$ cat config.mk
export PLATFORM = sky130hd
export DESIGN_NAME = display_scan_ctrl
export DESIGN_NICKNAME = d
export VERILOG_FILES = /design/src/rtl/display_scan_ctrl_pkg.sv /design/src/rtl/display_scan_ctrl_hex2seg.sv /design/src/rtl/display_scan_ctrl.sv
export SDC_FILE = /design/constraint.sdc
export NUM_CORES = 1
export LEC_CHECK = 0
export CORE_UTILIZATION = 30
export CTS_CLUSTER_DIAMETER = 30
export DETAILED_ROUTE_END_ITERATION = 10
export SYNTH_ARGS = -nofsm -noshare
export SYNTH_HDL_FRONTEND = slang
export SYNTH_SLANG_ARGS = --single-unit
$ cat constraint.sdc
create_clock -name clock -period 5.5 [get_ports clock]
set_input_delay 0.55 -clock clock [delete_from_list [all_inputs] [get_ports clock]]
set_output_delay 0.55 -clock clock [all_outputs]
set_load 0.05 [all_outputs]
$ cat src/rtl/display_scan_ctrl_pkg.sv
// Shared types and constants for the multiplexed eight-digit display scanner.
package display_scan_ctrl_pkg;

    typedef enum logic {
        ST_BLANK = 1'b0,
        ST_SHOW  = 1'b1
    } scan_state_e;

    typedef struct packed {
        logic [31:0] value;
        logic [7:0]  digit_en;
        logic [7:0]  points;
    } frame_data_t;

    localparam logic [6:0] SEG_OFF     = 7'h7F;
    localparam logic [7:0] DIG_OFF     = 8'hFF;
    localparam int         DEF_DIV_N   = 100000;
    localparam int         DEF_BLANK_N = 1000;

endpackage

$ cat src/rtl/display_scan_ctrl_hex2seg.sv
// Hex nibble to active-low ABCDEFG segment pattern (segment[6] = A).
module hex2seg (
    input  logic [3:0] nibble,
    output logic [6:0] seg
);

    always_comb begin
        // NOTE: every always_comb output gets a default first so no path can infer a latch.
        seg = 7'h7F;
        case (nibble)
            4'h0: seg = 7'b0000001;
            4'h1: seg = 7'b1001111;
            4'h2: seg = 7'b0010010;
            4'h3: seg = 7'b0000110;
            4'h4: seg = 7'b1001100;
            4'h5: seg = 7'b0100100;
            4'h6: seg = 7'b0100000;
            4'h7: seg = 7'b0001111;
            4'h8: seg = 7'b0000000;
            4'h9: seg = 7'b0000100;
            4'hA: seg = 7'b0001000;
            4'hB: seg = 7'b1100000;
            4'hC: seg = 7'b0110001;
            4'hD: seg = 7'b1000010;
            4'hE: seg = 7'b0110000;
            4'hF: seg = 7'b0111000;
            default: seg = 7'h7F;
        endcase
    end

endmodule

$ cat src/rtl/display_scan_ctrl.sv
// Eight-digit time-multiplexed display scanner with per-slot blanking and
// frame-synchronous double buffering of the displayed data.
module display_scan_ctrl
    import display_scan_ctrl_pkg::*;
#(
    parameter int DIV_N   = DEF_DIV_N,
    parameter int BLANK_N = DEF_BLANK_N
) (
    input  logic        clock,
    input  logic        reset,
    input  logic [31:0] value,
    input  logic [7:0]  digit_en,
    input  logic [7:0]  points,
    input  logic        load,
    output logic [7:0]  digit,
    output logic [6:0]  segment,
    output logic        dp,
    output logic        frame
);

    localparam int                TICK_W     = (DIV_N > 1) ? $clog2(DIV_N) : 1;
    localparam logic [TICK_W-1:0] TICK_LAST  = TICK_W'(DIV_N - 1);
    localparam logic [TICK_W-1:0] BLANK_LAST = TICK_W'(BLANK_N - 1);

    logic [TICK_W-1:0] tick_q, tick_d;
    logic [2:0]        slot_q, slot_d;
    scan_state_e       state_q, state_d;
    frame_data_t       shadow_q, shadow_d;
    frame_data_t       pending_q, pending_d;
    logic              pend_flag_q, pend_flag_d;
    logic [7:0]        digit_q, digit_d;
    logic [6:0]        segment_q, segment_d;
    logic              dp_q, dp_d;
    logic              frame_q, frame_d;

    frame_data_t       load_data;
    logic              slot_end;
    logic              frame_wrap;
    logic [3:0]        cur_nibble;
    logic [6:0]        cur_pattern;

    assign load_data  = {value, digit_en, points};
    assign slot_end   = (tick_q == TICK_LAST);
    assign frame_wrap = slot_end && (slot_q == 3'd7);
    assign cur_nibble = shadow_q.value[{slot_q, 2'b00} +: 4];

    hex2seg u_hex2seg (
        .nibble (cur_nibble),
        .seg    (cur_pattern)
    );

    always_comb begin
        tick_d  = slot_end ? '0 : tick_q + 1'b1;
        slot_d  = slot_end ? slot_q + 3'd1 : slot_q;
        state_d = state_q;
        case (state_q)
            ST_BLANK: if (tick_q == BLANK_LAST) state_d = ST_SHOW;
            ST_SHOW:  if (slot_end)             state_d = ST_BLANK;
            default:                            state_d = ST_BLANK;
        endcase
    end

    // Shadow only changes at the frame wrap, so a frame never mixes old and new data.
    always_comb begin
        shadow_d    = shadow_q;
        pending_d   = pending_q;
        pend_flag_d = pend_flag_q;
        if (frame_wrap) begin
            if (load) begin
                shadow_d = load_data;
            end else if (pend_flag_q) begin
                shadow_d = pending_q;
            end
            pend_flag_d = 1'b0;
        end else if (load) begin
            pending_d   = load_data;
            pend_flag_d = 1'b1;
        end
    end

    always_comb begin
        digit_d   = DIG_OFF;
        segment_d = SEG_OFF;
        dp_d      = 1'b1;
        frame_d   = frame_wrap;
        if (state_q == ST_SHOW) begin
            segment_d = cur_pattern;
            dp_d      = ~shadow_q.points[slot_q];
            if (shadow_q.digit_en[slot_q]) begin
                digit_d[slot_q] = 1'b0;
            end
        end
    end

    // NOTE: the data registers are reset along with control so a reset discards pending data.
    always_ff @(posedge clock or posedge reset) begin
        if (reset) begin
            tick_q      <= '0;
            slot_q      <= '0;
            state_q     <= ST_BLANK;
            shadow_q    <= '0;
            pending_q   <= '0;
            pend_flag_q <= 1'b0;
            digit_q     <= DIG_OFF;
            segment_q   <= SEG_OFF;
            dp_q        <= 1'b1;
            frame_q     <= 1'b0;
        end else begin
            // NOTE: sequential state uses non-blocking assignment so all flops update together.
            tick_q      <= tick_d;
            slot_q      <= slot_d;
            state_q     <= state_d;
            shadow_q    <= shadow_d;
            pending_q   <= pending_d;
            pend_flag_q <= pend_flag_d;
            digit_q     <= digit_d;
            segment_q   <= segment_d;
            dp_q        <= dp_d;
            frame_q     <= frame_d;
        end
    end

    assign digit   = digit_q;
    assign segment = segment_q;
    assign dp      = dp_q;
    assign frame   = frame_q;

endmodule
==> results.md <==
* Status: finished, final reports clean
* Crit path kind: flop to flop
* Clk slew on worst S/H paths at 0.06 ns
* Final min period at 3.20 ns
* Most common cell in the netlist: mux2_2
* Area share of the largest cell type after synthesis at 46.8%
* Synthesized flop and latch total at 135
* Worst-path cell chain: ha_1 > ha_1 > a21boi_4 > buf_4 > mux2_2
* GPL Wtd Cong at 0.728
* Design Area, Final at 7880 sq um
* Port Buffers at 67
* Die Wd at 148 um
* Fin. Hold Viols at 0
* RSZ-0062 raised after global routing: false
* First-pass GRT wire length at 21.3 mm
* Syn avg cell area at 14.3 sq um
* Final nets at 574
* Resized cells post-CTS at 0
* Post-synth design cell area at 6360 sq um
* Root Driver: clkbuf_16
* Vias at 3744
* Area leader, netlist: dfrtp_1
* Inserted Diodes at 0
* All-Layer GR Usage at 12.8%
* Synth unique cells at 46
* Family with the most delay on the worst path: compound AO/OA/AOI/OAI gates
* Final period utilization at 58.1%
* Number of vias per cell at 4.70
* Final WL at 12.9 mm
* Final HPWL DP at 8.78 mm
* Antenna violations before repair at 0
* DR WL/cell at 16.2 um
* Hold Buf Count CTS at 0
* Synth Instances at 446
* Layout area overhead at 24.0%
* Core Region at 20500 sq um
* Clk buf depth at 2
* Final core occ at 38.5%
* Synth area leaders: dfrtp_1, mux2_2, dfstp_2, ha_1, mux4_2
* CTS Sinks at 135
* Worst Tran Pin Value at 1.13 ns
* Final TNS setup at 0 ns
* Cell Count, Final, Fillers Out at 796
* Cell Pwr Density at 299 nW/um^2
* CTS HTree Levels at 4
* TritonRoute pass-1 iters at 4
* Via count of the first global-routing pass at 4052
* Post-synth top cells: mux2_2, dfrtp_1, dfstp_2, nor2_1, nand3_1
* Clock skew at 0.00554 ns
* Synth Warn # at 0
* Largest net degree at the start of global routing at 92
* Prevailing post-synth register cell: dfrtp_1
* Crit start category: flop
* Post-synth EDFFs at 0
* Critical path fanouts, max at 30
* Initial DRC Count at 175
* FMAX at 0.313 GHz
* Die area at 21800 sq um
* Worst Path Required at 5.80 ns
* Cell mode on critical path: ha_1
* CP Capture Type: flop
* I/O pin cnt at 68
* Post-placement cell count at 764
* CP arrival at 3.49 ns
* Placed Area at 7280 sq um
* Setup Buffers After CTS at 0
* Final setup viols at 0
* DRC at 0
* Initial Util at 31.0%
* Global route total overflow at 0
* Die height at 148 um
* Max_slew headroom at 24.9%
* Slew Viols, Final at 0
* Leakage at 3.39 nW
* Max_cap viols at 0
* Clock Latency Late Sink at 0.42 ns
* DRT antenna net count at 0
* Proportion of layout cells with a drive suffix above 1 at 40.1%
* Row cnt at 52
* Clock tree from TritonCTS: done
* Post-synth ARST share at 100%
* Syn_nets at 507
* HP Class: flop to flop
* Tot Pwr at 2.36 mW
* VDD IR max at 180 uV
* Slowest library cell on the worst path: a21boi_4
* Post-synthesis sequential area ratio at 53.4%
* CP Buf/Inv Count at 1
* CP peak stage delay at 0.90 ns
* TritonCTS buffer count at 17
## sequential cells by signal (all words and copies together), names as in the netlist
register / flops
digit: 8
dp: 1
frame: 1
pend_flag_q: 1
pending_q: 48
segment: 7
shadow_q: 48
slot_q: 3
state_q: 1
tick_q: 17
## final cells by class
type,count,area [sq um]
Clock buffer,20,457
Clock inverter,12,151
Fill cell,1921,12600
Inverter,7,28.8
Multi-Input combinational cell,281,2820
Sequential cell,135,3400
Tap cell,270,338
Timing Repair Buffer,71,696
## placed cells by master (no fill, tap or decap), types with 4 or more instances in the layout
master             n
clkbuf_16         17
buf_4              4
clkinvlp_4         5
dfrtp_1          119
mux4_1             4
inv_1              6
nand4_1            9
mux2_2           145
nand2_1            8
clkdlybuf4s50_1   66
nand3_1           12
mux2i_1           11
nor2_1            16
ha_1              10
dfstp_2           16
xnor2_1            9
o21ai_0            4
xor2_1             5
and4_1             5
mux4_2             5
## path summary, 6_finish.rpt
kind | startpoint | depth (start not counted) | slack [ns] | end
max in group asynchronous | reset | 3 | 3.52 | digit[0]$_DFF_PP1_
max | slot_q[0]$_DFFE_PP0N_ | 5 | 2.30 | pending_q[18]$_DFFE_PP0P_
min reg2reg | shadow_q[9]$_DFFE_PP0P_ | 1 | 0.43 | digit[1]$_DFF_PP1_
max reg2reg | slot_q[0]$_DFFE_PP0N_ | 5 | 2.30 | pending_q[18]$_DFFE_PP0P_
min | shadow_q[9]$_DFFE_PP0P_ | 1 | 0.43 | digit[1]$_DFF_PP1_
min in group asynchronous | reset | 2 | 0.72 | pending_q[43]$_DFFE_PP0P_
## routing by layer
layer | GRT usage (%) | routed length [um] | up-vias | share of wire [%]
li1 | - | - | 1757 | -
met1 | 15.8 | 5830 | 1894 | 45
met2 | 21.1 | 6360 | 74 | 49
met3 | 3.73 | 530 | 19 | 4.1
met4 | 5.00 | 209 | 0 | 1.6
met5 | 0 | 0 | - | 0
## report_power, final
group	internal (mW)	switching (mW)
Sequential	1.03	0.0164
Combinational	0.0958	0.0655
Clock	0.734	0.419
Total	1.86	0.501
## through the flow
step | worst slack, ns | hold WS, ns
after global placement | 2.36 | 0.424
after global routing | 2.01 | 0.464
final | 2.30 | 0.427
after CTS | 2.21 | 0.440
after detailed placement | 2.21 | 0.429
after floorplan | 1.37 | 0.385
## cell families (layout without fill, tap and decap cells)
kind of cell    after synthesis  count (layout)  share of synthesized area, %
flops                       135             135                          53.4
simple gates                 69              69                          6.20
buf+inv                      30             110                          2.46
fa+ha+maj                    10              10                          1.97
compound gates               17              17                          1.81
mux                         171             171                          32.2
xor+xnor                     14              14                          1.93
No activity file was read; power rests on OpenSTA's default activity.
